## config.mk

```make
export PLATFORM = sky130hd
export DESIGN_NAME = ani_scheduler_flat
export DESIGN_NICKNAME = d
export VERILOG_FILES = /design/src/rtl/ani_scheduler_if.sv /design/src/rtl/ani_scheduler.sv /design/src/flat_wrapper.sv
export SDC_FILE = /design/constraint.sdc
export NUM_CORES = 1
export LEC_CHECK = 0
export BUFFER_PORTS_ARGS = -buffer_cell sky130_fd_sc_hd__buf_2
export CAP_MARGIN = 40
export CORE_MARGIN = 3
export CORE_UTILIZATION = 35
export DETAILED_ROUTE_END_ITERATION = 6
export SYNTH_ARGS = -nofsm -noshare
export SYNTH_HDL_FRONTEND = slang
export SYNTH_SLANG_ARGS = --single-unit
```

## constraint.sdc

```tcl
create_clock -name clk -period 6.5 [get_ports clk]
set_input_delay 0 -clock clk [delete_from_list [all_inputs] [get_ports clk]]
set_output_delay 0 -clock clk [all_outputs]
set_load 0.02 [all_outputs]
```

## src/rtl/ani_scheduler_if.sv

```systemverilog
// Button/playlist/display bundle between the animation scheduler and its surroundings.
// master drives the buttons, the loop-done pulse and playlist writes; slave is the scheduler.
interface ani_scheduler_if;
    logic        btn_next;
    logic        btn_prev;
    logic        btn_mode;
    logic        cycle_done;
    logic        wr_en;
    logic [2:0]  wr_addr;
    logic [11:0] wr_data;
    logic [5:0]  animation;
    logic        anim_load;
    logic        auto_mode;
    logic [2:0]  entry_idx;

    modport master (
        output btn_next, btn_prev, btn_mode, cycle_done, wr_en, wr_addr, wr_data,
        input  animation, anim_load, auto_mode, entry_idx
    );

    modport slave (
        input  btn_next, btn_prev, btn_mode, cycle_done, wr_en, wr_addr, wr_data,
        output animation, anim_load, auto_mode, entry_idx
    );
endinterface

```

## src/rtl/ani_scheduler.sv

```systemverilog
// Animation scheduler: manual stepping through animations or automatic playlist playback.
// Define ANI_SCHED_PRESET_EN to reset the playlist to a four-entry demo sequence.
module ani_scheduler #(
    parameter int ANI_MAX  = 50,
    parameter int PL_DEPTH = 8
) (
    input  logic            clk,
    input  logic            reset,
    ani_scheduler_if.slave  bus
);

    localparam int         IDX_W     = 3;
    localparam int         ID_W      = 6;
    localparam logic [5:0] ANI_MAX_V = ID_W'(ANI_MAX);

    typedef enum logic {
        MANUAL = 1'b0,
        AUTO   = 1'b1
    } state_t;

    // Entry layout: [11:6] animation id, [5:0] repeat count (0 = end of list).
`ifdef ANI_SCHED_PRESET_EN
    localparam logic [11:0] PL_RESET [PL_DEPTH] = '{
        {6'd0,  6'd2}, {6'd5,  6'd2}, {6'd10, 6'd2}, {6'd20, 6'd2},
        12'd0, 12'd0, 12'd0, 12'd0
    };
`else
    localparam logic [11:0] PL_RESET [PL_DEPTH] = '{default: 12'd0};
`endif

    state_t             state_q, state_d;
    logic [ID_W-1:0]    animation_q, animation_d;
    logic [IDX_W-1:0]   entry_idx_q, entry_idx_d;
    logic               anim_load_q, anim_load_d;
    logic [5:0]         rep_cnt_q, rep_cnt_d;
    logic [11:0]        pl_q [PL_DEPTH];
    logic [11:0]        pl_d [PL_DEPTH];

    logic [IDX_W-1:0]   adv_idx;
    logic [IDX_W-1:0]   prev_idx;
    logic [IDX_W-1:0]   cand_idx;
    logic               prev_found;
    logic               list_empty;
    logic               do_load;
    logic [IDX_W-1:0]   load_idx;
    logic [5:0]         cur_rep;

    function automatic logic [ID_W-1:0] sat_id(input logic [ID_W-1:0] id);
        return (id > ANI_MAX_V) ? ANI_MAX_V : id;
    endfunction

    // Playlist navigation targets, computed from the pre-write playlist contents.
    always_comb begin
        // NOTE: every combinational output gets a default before any branch so no latch is inferred.
        list_empty = (pl_q[0][5:0] == 6'd0);
        cur_rep    = pl_q[entry_idx_q][5:0];

        adv_idx = entry_idx_q + 1'b1;
        if (pl_q[adv_idx][5:0] == 6'd0) begin
            adv_idx = '0;
        end

        // Walk backwards over end-of-list slots to the nearest populated entry.
        prev_idx   = entry_idx_q;
        prev_found = 1'b0;
        cand_idx   = entry_idx_q;
        for (int i = 1; i < PL_DEPTH; i++) begin
            cand_idx = entry_idx_q - IDX_W'(i);
            if (!prev_found && (pl_q[cand_idx][5:0] != 6'd0)) begin
                prev_idx   = cand_idx;
                prev_found = 1'b1;
            end
        end
    end

    always_comb begin
        state_d     = state_q;
        animation_d = animation_q;
        entry_idx_d = entry_idx_q;
        rep_cnt_d   = rep_cnt_q;
        anim_load_d = 1'b0;
        do_load     = 1'b0;
        load_idx    = entry_idx_q;

        pl_d = pl_q;
        if (bus.wr_en) begin
            pl_d[bus.wr_addr] = bus.wr_data;
        end

        unique case (state_q)
            MANUAL: begin
                if (bus.btn_mode) begin
                    if (!list_empty) begin
                        do_load  = 1'b1;
                        load_idx = '0;
                    end
                end else if (bus.btn_next) begin
                    animation_d = (animation_q >= ANI_MAX_V) ? '0 : animation_q + 1'b1;
                    anim_load_d = 1'b1;
                end else if (bus.btn_prev) begin
                    animation_d = (animation_q == '0) ? ANI_MAX_V : animation_q - 1'b1;
                    anim_load_d = 1'b1;
                end
            end
            AUTO: begin
                if (bus.btn_mode) begin
                    state_d   = MANUAL;
                    rep_cnt_d = '0;
                end else if (bus.btn_next) begin
                    do_load  = 1'b1;
                    load_idx = adv_idx;
                end else if (bus.btn_prev) begin
                    do_load  = 1'b1;
                    load_idx = prev_idx;
                end else if (bus.cycle_done) begin
                    // Widened compare so a repeat of 63 cannot overflow the counter.
                    if (({1'b0, rep_cnt_q} + 7'd1) < {1'b0, cur_rep}) begin
                        rep_cnt_d = rep_cnt_q + 1'b1;
                    end else begin
                        do_load  = 1'b1;
                        load_idx = adv_idx;
                    end
                end
            end
            default: state_d = MANUAL;
        endcase

        // A load with an empty playlist falls back to manual and keeps the current picture.
        if (do_load) begin
            rep_cnt_d = '0;
            if (list_empty) begin
                state_d = MANUAL;
            end else begin
                state_d     = AUTO;
                entry_idx_d = load_idx;
                animation_d = sat_id(pl_q[load_idx][11:6]);
                anim_load_d = 1'b1;
            end
        end
    end

    always_ff @(posedge clk or posedge reset) begin
        if (reset) begin
            state_q     <= MANUAL;
            animation_q <= '0;
            entry_idx_q <= '0;
            anim_load_q <= 1'b0;
            rep_cnt_q   <= '0;
            // NOTE: the playlist is reset because auto entry reads entry 0 right after reset.
            pl_q        <= PL_RESET;
        end else begin
            // NOTE: state registers use non-blocking assignments so all flops update together.
            state_q     <= state_d;
            animation_q <= animation_d;
            entry_idx_q <= entry_idx_d;
            anim_load_q <= anim_load_d;
            rep_cnt_q   <= rep_cnt_d;
            pl_q        <= pl_d;
        end
    end

    assign bus.animation = animation_q;
    assign bus.anim_load = anim_load_q;
    assign bus.auto_mode = (state_q == AUTO);
    assign bus.entry_idx = entry_idx_q;

endmodule

```

## src/flat_wrapper.sv

```systemverilog
// flat-port wrapper written by rule: the top's interface ports become plain ports
module ani_scheduler_flat 
#(
    parameter int ANI_MAX  = 50,
    parameter int PL_DEPTH = 8
)
  (clk, reset, bus_btn_next, bus_btn_prev, bus_btn_mode, bus_cycle_done, bus_wr_en, bus_wr_addr, bus_wr_data, bus_animation, bus_anim_load, bus_auto_mode, bus_entry_idx);
  ani_scheduler_if bus_i ();
  input  logic clk;
  input  logic reset;
  input wire logic [$bits(bus_i.btn_next)-1:0] bus_btn_next;
  input wire logic [$bits(bus_i.btn_prev)-1:0] bus_btn_prev;
  input wire logic [$bits(bus_i.btn_mode)-1:0] bus_btn_mode;
  input wire logic [$bits(bus_i.cycle_done)-1:0] bus_cycle_done;
  input wire logic [$bits(bus_i.wr_en)-1:0] bus_wr_en;
  input wire logic [$bits(bus_i.wr_addr)-1:0] bus_wr_addr;
  input wire logic [$bits(bus_i.wr_data)-1:0] bus_wr_data;
  output wire logic [$bits(bus_i.animation)-1:0] bus_animation;
  output wire logic [$bits(bus_i.anim_load)-1:0] bus_anim_load;
  output wire logic [$bits(bus_i.auto_mode)-1:0] bus_auto_mode;
  output wire logic [$bits(bus_i.entry_idx)-1:0] bus_entry_idx;
  assign bus_i.btn_next = bus_btn_next;
  assign bus_i.btn_prev = bus_btn_prev;
  assign bus_i.btn_mode = bus_btn_mode;
  assign bus_i.cycle_done = bus_cycle_done;
  assign bus_i.wr_en = bus_wr_en;
  assign bus_i.wr_addr = bus_wr_addr;
  assign bus_i.wr_data = bus_wr_data;
  assign bus_animation = bus_i.animation;
  assign bus_anim_load = bus_i.anim_load;
  assign bus_auto_mode = bus_i.auto_mode;
  assign bus_entry_idx = bus_i.entry_idx;
  ani_scheduler #(.ANI_MAX(ANI_MAX), .PL_DEPTH(PL_DEPTH)) u_core (.clk(clk), .reset(reset), .bus(bus_i));
endmodule
```

Word-level counts from Yosys, hierarchy flattened
Index checks and enable logic that the tools add are counted.
{ "word_totals": {"regBits": 113, "latchBits": 0, "ram_bits": 0, "rom_bits": 0, "in_bits": 22, "output_inout_bits": 11, "elab_cells": 171, "memories": 0} }
{ "classes": {"n_addsub": 12, "multipliers": 0, "n_div": 0, "n_lt_le_gt_ge": 15, "eq_ne": 2, "n_shift": 0, "muxes": 88, "bitwise": 13, "n_reduce_logical": 28} }
{ "op_table": {"columns": ["cell", "count"], "rows": [
  ["binary-select mux 12 bit (select 3 bit)", 10],
  ["two-way mux 6 bit", 34],
  ["bitwise mux 96 bit", 1],
  ["two-way mux 3 bit", 15],
  [">= comparator 4 bit (second input constant)", 11],
  ["inverter 3 -> 4 bit", 11],
  ["nonzero test 6 bit", 7],
  ["demux 12 bit (select 3 bit)", 1],
  ["two-way mux 12 bit", 3],
  ["two-way mux 1 bit", 22],
  ["logical NOT 6 bit", 3],
  ["adder 6 x 1 -> 6 bit (second input constant)", 2],
  ["subtractor 3 bit (second input constant)", 4],
  ["adder 6 x 1 -> 7 bit (second input constant)", 1],
  ["logical AND 1 bit", 7],
  ["< comparator 7 x 6 -> 1 bit", 1],
  [">= comparator 6 bit (second input constant)", 1],
  ["greater-than comparator 6 bit (second input constant)", 1],
  ["logical NOT 1 bit", 6],
  ["inequality test 3 x 1 -> 1 bit (second input constant)", 2],
  ["case mux 3 bit (2 select lines)", 1],
  ["nonzero test 3 bit", 2],
  ["subtractor 3 x 2 -> 3 bit (second input constant)", 2],
  ["subtractor 6 x 1 -> 6 bit (second input constant)", 1],
  ["8 further kinds", 9]
]} }

Depth between registers and ports, before layout
Gate-level depths: netlist of run 1.
{ "depth": {"depth_word": 37, "mapped_depth": 20, "depth_no_buf": 15} }

Worst setup path before layout of run 1
OpenSTA, ideal clock, no wires.
{ "synth_path": {"path_kind": "reg-to-reg", "start": "register u_core.entry_idx_q[1] (netlist: u_core.bus.entry_idx[1])", "end": "register u_core.animation_q[1] (netlist: u_core.bus.animation[1])", "setup_time_ns": 0.124, "arrival_time_ns": 4.694, "required_ns": 6.376, "path_slack_ns": 1.683, "path_stages_with_launch": 21, "path_buffers": 7, "synth_period_minus_slack_ns": 4.817, "cell_sequence": "dfrtp_1 buf_2 clkbuf_1 clkbuf_1 buf_2 inv_1 ha_1 clkbuf_1 clkbuf_1 inv_1 a311oi_1 or2_1 and3_1 o41ai_2 a22oi_1 buf_4 mux2i_1 mux2i_1 mux2i_1 a211oi_1 o31a_1"} }
{ "synth_via": {"elab_chain_len": 37, "elab_cells_between_ends": 101, "classes_between": "add/sub (8); order compare (2); mux (61); bitwise (10); reduce/logical (20)"} }
{ "synth_lines": {"columns": ["item", "line", "text"], "rows": [
  ["from (decl)", "ani_scheduler.sv:33", "logic [IDX_W-1:0] entry_idx_q, entry_idx_d;"],
  ["from (signal assigned)", "ani_scheduler.sv:155", "entry_idx_q <= entry_idx_d;"],
  ["subtractor 3 x 1 -> 3 bit", "ani_scheduler.sv:68", "cand_idx = entry_idx_q - IDX_W'(i);"],
  ["inverter 3 -> 4 bit (implied by the code)", "ani_scheduler.sv:69", "if (!prev_found && (pl_q[cand_idx][5:0] != 6'd0)) begin"],
  ["binary-select mux 12 bit (select 3 bit)", "ani_scheduler.sv:69", null],
  ["two-way mux 6 bit (implied by the code) (2 in series)", "ani_scheduler.sv:69", null],
  ["nonzero test 6 bit", "ani_scheduler.sv:69", null],
  ["two-way mux 1 bit", "ani_scheduler.sv:69", null],
  ["logical NOT 1 bit", "ani_scheduler.sv:69", null],
  ["logical AND 1 bit", "ani_scheduler.sv:69", null],
  ["(+20 left out)", null, null],
  ["inverter 3 -> 4 bit (implied by the code)", "ani_scheduler.sv:136", "animation_d = sat_id(pl_q[load_idx][11:6]);"],
  ["binary-select mux 12 bit (select 3 bit)", "ani_scheduler.sv:136", null],
  ["two-way mux 12 bit (implied by the code) (2 in series)", "ani_scheduler.sv:136", null],
  ["greater-than comparator 6 bit", "ani_scheduler.sv:49", "return (id > ANI_MAX_V) ? ANI_MAX_V : id;"],
  ["two-way mux 6 bit", "ani_scheduler.sv:49", null],
  ["two-way mux 6 bit", "ani_scheduler.sv:131", "if (list_empty) begin"],
  ["two-way mux 6 bit *", "ani_scheduler.sv:129", "if (do_load) begin"],
  ["net u_core.animation_d[1]", "ani_scheduler.sv:32", "logic [ID_W-1:0] animation_q, animation_d;"],
  ["to (signal assigned)", "ani_scheduler.sv:154", "animation_q <= animation_d;"],
  ["to (decl)", "ani_scheduler.sv:32", null]
]} }
Mark *: on every way through the listed nets, which the timed path passes. The rest lies on a longest branch. The select of a mux whose other input is x is not followed.
A chain may end at the register's enable or synchronous reset.

Worst setup path in the final report of run 1
{ "layout_path": {"start": "register u_core.entry_idx_q[1] (netlist: u_core.bus.entry_idx[1])", "end": "register u_core.animation_q[0] (netlist: u_core.bus.animation[0])"} }
The elaborated chain is that of the path after synthesis.

==> reports/qor.csv, run 1 <==
stage,metric,value,unit
power,total_power,0.00365,W
yosys,netlist_top_cells_area,"dfrtp_1 (40%), mux2_2 (16%), mux2i_1 (6.4%)",
global_route,grt_max_degree,71,
die,die_h,148,µm
timing,worst_slack,1.12,ns
power,power_density,440,nW/µm²
setup_path,worstReg2RegEnd,u_core.bus.animation[0]$_DFF_PP0_,
place,dp_hpwl,13400,µm
yosys,syn_area,7040,µm²
timing,finalSetupTns,0,ns
timing,fin_crit,5.38,ns
layout,seq_area,2830,µm²
layout,multi_input_area,4020,µm²
drt,drt_iter0_drc,539,
timing,max_freq,186,MHz
global_route,antenna_found_initial,0,
yosys,synth_compound_area_frac,0.124,
run_status,status,"complete, no violations",
layout,final_cells,959,
setup_path,cp_common_cell,mux2i_1,
die,row_count,51,
yosys,async_reset_ff_frac,1.00,
flow_run,maxCapViolCount,0,
place,dpl_worst_slack,1.18,ns
global_route,grt_pass1_vias,5529,
setup_path,slowest_delay,0.77,ns
setup_path,crit_cells,16,
yosys,synth_edf_count,0,
layout,fill_cells,1852,
cts,postCtsResizedCells,0,
die,die-area,21800,µm²
yosys,synth_top_family_by_area,multiplexers,
setup_path,critPathLaunch,u_core.bus.entry_idx[1]$_DFFE_PP0P_,
setup_path,cp_max_fo,21,
yosys,ys_ff_latch,113,
timing,max_slew_margin,0.332,
drt,dr.pass1.iters,5,
place,place_congestion,0.916,
layout,drive_gt1_frac,0.313,
yosys,netlist-cell-type-count,77,
setup_path,reg2reg_from,u_core.bus.entry_idx[1]$_DFFE_PP0P_,
die,start_util,0.359,
setup_path,r2r_slack,1.12,ns
place,port_buffers,32,
setup_path,cp_data_arrival_time,5.69,ns
yosys,syn_nets,671,
power,ir_worst_vdd,0.138,mV
layout,finalNetCount,715,
drt,drc,0,
setup_path,critPathCaptureType,flop,
setup_path,worstPathRequired,6.81,ns
place,dp.cells,914,
yosys,synthSimpleGateAreaFrac,0.132,
yosys,synth_xor_area_frac,0.0137,
timing,finalHoldViolCount,0,
setup_path,cp_top_family,compound AO/OA/AOI/OAI gates,
yosys,synth_mux_area_frac,0.277,
yosys,synth_commonest_cells,"dfrtp_1 (113), mux2_2 (100), mux2i_1 (45), nand2_1 (45)",
global_route,grt_pass1_wl,29800,µm
die,core_area,19600,µm²
yosys,seq_area_frac_synth,0.402,
timing,worst_clock_skew,0.0117,ns
drt,num_vias,5507,
timing,grt_setup_unrepaired,no,
layout,diodes,0,
global_route,grt_overflow,0,
yosys,yosysMostFrequentCell,dfrtp_1,
yosys,post-synth-top-area-cell,dfrtp_1,
drt,drtAntennaViolNets,0,
global_route,grt_usage,0.171,
yosys,yosys_warnings,0,
cts,clockRootBuffer,clkbuf_16,
setup_path,cp-endpoint,u_core.bus.animation[0]$_DFF_PP0_,
drt,wl_per_cell,19.2,µm
drt,viasPerCell,5.74,
yosys,ys.flop_type,dfrtp_1,
setup_path,startpoint_type,flop,
die,io_pins,33,
yosys,synthAdderAreaFrac,0.0213,
setup_path,crit_type,reg -> reg,
cts,insertion_delay,0.42,ns
drt,routed_wl,18500,µm
timing,tightestPinTransition,0.992,ns
setup_path,reg2reg_depth,16,
yosys,syn_inst,637,
setup_path,crit_chain,buf_4 > mux4_2 > mux2i_1 > ha_1 > o21a_1 > o2111ai_1 > a41o_1 > a21oi_1 > mux2_2 > o211a_1 > a31oi_4 > mux2i_1 > mux2i_1 > mux2i_1 > a311oi_1 > o31ai_1,
layout,area.growth.synth_to_final,17.8,%
yosys,yosys.area.top_type_share,0.402,
setup_path,crit_buf_inv,1,
cts,htree_levels,4,
cts,cts_tree,yes,
worst_hold_path,hold_class,in -> reg,
yosys,avgSynthCellArea,11.0,µm²
cts,cts_buffer_depth,2,
timing,min_period_over_period,0.828,
timing,final-max-slew-violation-count,0,
timing,setup_viol,0,
power,p_leak,3.51,nW
cts,path_clk_slew,0.05,ns
setup_path,cp_slowest_cell,dfrtp_1,
cts,cts.sinks,113,
cts,cts_buffers,17,
die,die_x,148,µm
## state kept, by name, indices dropped and copies added (netlist names)
name and count:
u_core.pl_q 96, u_core.bus.animation 6, u_core.rep_cnt_q 6, u_core.bus.entry_idx 3, u_core.bus.anim_load 1, u_core.bus.auto_mode 1
## repair_timing
| item | CTS | global route |
|---|---|---|
| buffers inserted | 0 | 0 |
| hold buffers | 13 | 0 |
| endpoints found under the hold margin | 139 | 0 |
## metal layers
metal | GRT usage | part of all wire | wire, µm | vias up
met2 | 0.269 | 0.47 | 8590 | 187
met3 | 0.0349 | 0.049 | 912 | 26
met4 | 0.0638 | 0.018 | 327 | 0
met5 | 0 | 0 | 0 | -
li1 | - | - | - | 2512
met1 | 0.236 | 0.47 | 8630 | 2782
## worst register-to-register path, stage by stage (launching register included)
cell and delay (ns):
dfrtp_1 0.77, buf_4 0.42, mux4_2 0.59, mux2i_1 0.24
ha_1 0.22, o21a_1 0.13, o2111ai_1 0.14, a41o_1 0.27
a21oi_1 0.33, mux2_2 0.39, o211a_1 0.24, a31oi_4 0.54
mux2i_1 0.30, mux2i_1 0.11, mux2i_1 0.21, a311oi_1 0.14
o31ai_1 0.26
## cells by family (layout without fill, tap and decap cells)
family | count (synthesis) | after routing
xor+xnor | 11 | 11
flops | 113 | 113
buf+inv | 48 | 105
compound gates | 120 | 120
simple gates | 171 | 171
mux | 162 | 162
fa+ha+maj | 12 | 12
## report_power, final
group          switching [W]  internal, W  total [W]  leakage [nW]
Sequential          0.000192     0.000872    0.00106          1.37
Combinational       0.000914     0.000694    0.00161          1.83
Clock               0.000321     0.000653   0.000974         0.306
Total                0.00143      0.00222    0.00365          3.51
## per-stage QoR
stage	hold WS, ns	utilization	area, µm²
6_report	0.0478	0.423	8290
5_1_grt	0.112	0.423	8290
4_1_cts	0.0270	0.423	8290
3_5_place_dp	0.0181	0.385	7530
3_3_place_gp	0.0125	0.381	7460
2_1_floorplan	0.150	-	7040
## cell usage in the layout, fill, tap and decap left out, types with 10 or more instances in the layout
cell	n
mux2_2	100
dfrtp_1	113
nor4_1	11
nor2_1	30
dlygate4sd3_1	13
nand2_1	45
ha_1	12
clkbuf_16	17
inv_1	13
a21oi_1	30
mux2i_1	45
o21ai_0	20
nor3_1	14
nand3_1	17
mux4_2	15
buf_2	32
buf_4	10
## final cells by class
class | instances | area share
multi-input combinational | 476 | 0.485
clock buffer | 24 | 0.0605
tap | 265 | 0.0400
clock inverter | 8 | 0.0151
inverter | 14 | 0.00664
sequential | 113 | 0.341
timing repair buffer | 59 | 0.0519
## worst min path at each step
stage                        start                              to  slack, ns  depth (start not counted)
finish                bus_btn_mode  u_core.bus.auto_mode$_DFF_PP0_       0.05                          4
global route          bus_btn_mode  u_core.bus.auto_mode$_DFF_PP0_       0.11                          4
CTS                   bus_btn_mode  u_core.bus.auto_mode$_DFF_PP0_       0.03                          4
detailed placement           reset     u_core.pl_q[63]$_DFFE_PP0P_       0.02                          2
global placement             reset     u_core.pl_q[51]$_DFFE_PP0P_       0.01                          2
floorplan           bus_wr_data[9]     u_core.pl_q[21]$_DFFE_PP0P_       0.15                          1
Note: power is estimated with default switching activity, not from simulation.
==> inputs of run 2 (changes only) <==
- clock period: 6.5 -> 5.4 ns (I/O delays scaled with it)
==> run 2 against run 1 <==
  * Combinational power rose by 24%
  * Global-route usage rose by 0.60 points
  * Worst hold slack got worse by 0.0014 ns
  * Final area rose by 1.1%
  * Power rose by 24%
  * Critical path depth fell by 3
  * Sequential power rose by 21%
  * Routed wire length rose by 2.3%
  * Worst setup slack got worse by 0.59 ns
  * Non-clock buffer count rose by 8
  * Critical path type unchanged
==> reports/qor.csv, run 2 (synthesis results as in run 1) <==
stage,metric,value,unit,change
layout,multi_input_area,4020,µm²,unchanged
power,ir_worst_vdd,0.217,mV,was 0.138 mV
cts,htree_levels,4,,unchanged
place,port_buffers,32,,unchanged
cts,path_clk_slew,0.06,ns,was 0.05 ns
layout,post-route-util,0.428,,was 0.423
setup_path,cp_max_fo,20,,was 21
setup_path,cp_top_family,compound AO/OA/AOI/OAI gates,,unchanged
die,die_x,148,µm,unchanged
die,row_count,51,,unchanged
power,p_comb_frac,0.439,,was 0.441
power,seqPwrFrac,0.283,,was 0.292
power,power_switching,0.00177,W,was 0.00143 W
power,clkPwrFrac,0.278,,was 0.267
die,io_pins,33,,unchanged
timing,final-max-slew-violation-count,0,,unchanged
setup_path,cp_slowest_cell,nor4_1,,was dfrtp_1
cts,cts_buffers,17,,unchanged
layout,fill_cells,1829,,"was 1,852"
die,core_area,19600,µm²,unchanged
global_route,grt_max_degree,67,,was 71
drt,num_vias,5496,,"was 5,507"
drt,dr.pass1.iters,5,,unchanged
cts,insertion_delay,0.42,ns,about the same
cts,post_cts_buffers,0,,unchanged
timing,fin_crit,4.87,ns,was 5.38 ns
power,internal-power,0.00275,W,was 0.00222 W
drt,routed_wl,18900,µm,"was 18,500 µm"
layout,largest_register_ffs,96,,unchanged
timing,grt_setup_unrepaired,no,,unchanged
global_route,grt_pass1_wl,30800,µm,"was 29,800 µm"
power,power_density,539,nW/µm²,was 440 nW/µm²
layout,final_common_cell,dfrtp_1,,unchanged
place,dp_hpwl,13700,µm,"was 13,400 µm"
run_status,status,"complete, no violations",,unchanged
drt,wl_per_cell,19.5,µm,was 19.2 µm
drt,drc,0,,unchanged
setup_path,worstPathRequired,5.69,ns,was 6.81 ns
drt,drtAntennaViolNets,0,,unchanged
timing,min_period_over_period,0.902,,was 0.828
global_route,grt_overflow,0,,unchanged
place,place_area,7590,µm²,was 7530 µm²
setup_path,cp_data_arrival_time,5.16,ns,was 5.69 ns
layout,most-common-layout-cells,"dfrtp_1 (111), mux2_2 (100), nand2_1 (45), mux2i_1 (45), buf_2 (32)",,"was dfrtp_1 (113), mux2_2 (100), nand2_1 (45), mux2i_1 (45), buf_2 (32)"
power,p_leak,3.55,nW,was 3.51 nW
drt,drt_iter0_drc,450,,was 539
timing,setup_viol,0,,unchanged
cts,clockRootBuffer,clkbuf_16,,unchanged
cts,cts_tree,yes,,unchanged
flow_run,maxCapViolCount,0,,unchanged
setup_path,cp_common_cell,mux2i_1,,unchanged
timing,max_freq,205,MHz,was 186 MHz
cts,cts.sinks,113,,unchanged
timing,worst_clock_skew,0.0130,ns,was 0.0117 ns
place,place_congestion,0.918,,was 0.916
setup_path,startpoint_type,flop,,unchanged
layout,area.growth.synth_to_final,19.2,%,was 17.8%
layout,drive_gt1_frac,0.326,,was 0.313
layout,largest-register,u_core.pl_q,,unchanged
timing,max_slew_margin,0.410,,was 0.332
timing,finalSetupTns,0,ns,unchanged
global_route,grt_usage,0.177,,was 0.171
cts,cts_buffer_depth,2,,unchanged
timing,tightestPinTransition,0.877,ns,was 0.992 ns
setup_path,crit_type,reg -> reg,,unchanged
global_route,antenna_found_initial,1,,was 0
die,die-area,21800,µm²,unchanged
drt,viasPerCell,5.68,,was 5.74
global_route,grt_pass1_vias,5581,,"was 5,529"
die,die_h,148,µm,unchanged
layout,design_area,8390,µm²,was 8290 µm²
setup_path,crit_chain,nor4_1 > nand3_1 > a311oi_1 > o22ai_1 > nor3b_1 > o41ai_2 > a22oi_2 > buf_4 > mux2i_1 > mux2i_1 > mux2i_1 > a211oi_1 > o31a_1,,was buf_4 > mux4_2 > mux2i_1 > ha_1 > o21a_1 > o2111ai_1 > a41o_1 > a21oi_1 > mux2_2 > o211a_1 > a31oi_4 > mux2i_1 > mux2i_1 > mux2i_1 > a311oi_1 > o31ai_1
layout,seq_area,2830,µm²,about the same
layout,finalNetCount,723,,was 715
timing,finalHoldViolCount,0,,unchanged
power,switching_share,0.392,,was 0.391
die,start_util,0.359,,unchanged
setup_path,crit_buf_inv,1,,unchanged
setup_path,slowest_delay,0.78,ns,was 0.77 ns
setup_path,critPathCaptureType,flop,,unchanged
worst_hold_path,hold_class,in -> reg,,unchanged
-- run 2: path summary, 6_finish.rpt --
| path | startpoint | to | slack [ns] | depth (start not counted) |
|---|---|---|---|---|
| worst max-delay path | u_core.pl_q[48]$_DFFE_PP0P_ | u_core.bus.animation[1]$_DFF_PP0_ | 0.53 | 13 |
| worst min-delay path | bus_btn_mode | u_core.bus.auto_mode$_DFF_PP0_ | 0.05 | 4 |
| worst max register to register | u_core.pl_q[48]$_DFFE_PP0P_ | u_core.bus.animation[1]$_DFF_PP0_ | 0.53 | 13 |
| worst min register to register | u_core.pl_q[6]$_DFFE_PP0P_ | u_core.pl_q[6]$_DFFE_PP0P_ | 0.50 | 1 |
| max in group asynchronous | reset | u_core.bus.entry_idx[1]$_DFFE_PP0P_ | 3.90 | 4 |
| min in group asynchronous | reset | u_core.pl_q[48]$_DFFE_PP0P_ | 0.22 | 3 |
-- run 2: cell type report --
cell class,instances,area share
flip-flops and latches,113,0.338
well taps,265,0.0395
repair buffers,67,0.0574
clock buffers,18,0.0524
clock inverters,14,0.0269
diodes,1,0.000298
inverters,14,0.00657
multi-input cells,476,0.479
-- run 2: routing by layer --
layer  GRT usage  vias up  share of wire
met1       0.237     2764           0.45
met4      0.0555        0          0.019
met3      0.0300       25          0.041
met2       0.295      172           0.49
li1            -     2535              -
met5           0        -              0
-- run 2: timing repair --
item,CTS,global route
hold endpoints to repair,143,0
hold buffers,13,0
gates resized for setup,0,2
setup endpoints to repair,0,2
-- run 2: power groups by stage --
stage	Combinational (W)	Clock, W	Sequential, W
5_1_grt	0.00217	0.00132	0.00131
3_3_place_gp	0.00192	0	0.00128
4_1_cts	0.00197	0.00128	0.00127
2_1_floorplan	0.00150	0	0.00123
3_5_place_dp	0.00195	0	0.00129
6_report	0.00199	0.00126	0.00128
-- run 2: worst register-to-register path: cells and delay by family, from the launching register on --
family / cells / cell delay (ns)
AOI/OAI and AO/OA: 6 / 1.67
buffers and inverters: 1 / 0.35
DFF: 1 / 0.41
muxes: 3 / 0.75
and+or+nand+nor: 3 / 1.57
-- run 2: metrics by stage --
step                      power [W]  hold WS [ns]  setup WS [ns]  instances
after CTS                   0.00452        0.0275          0.508        967
after global routing        0.00481        0.0908          0.237        968
after floorplan             0.00273         0.150          0.583        637
after global placement      0.00320         0.121          0.610        916
after detailed placement    0.00324         0.123          0.499        922
final                       0.00452        0.0465          0.530        968
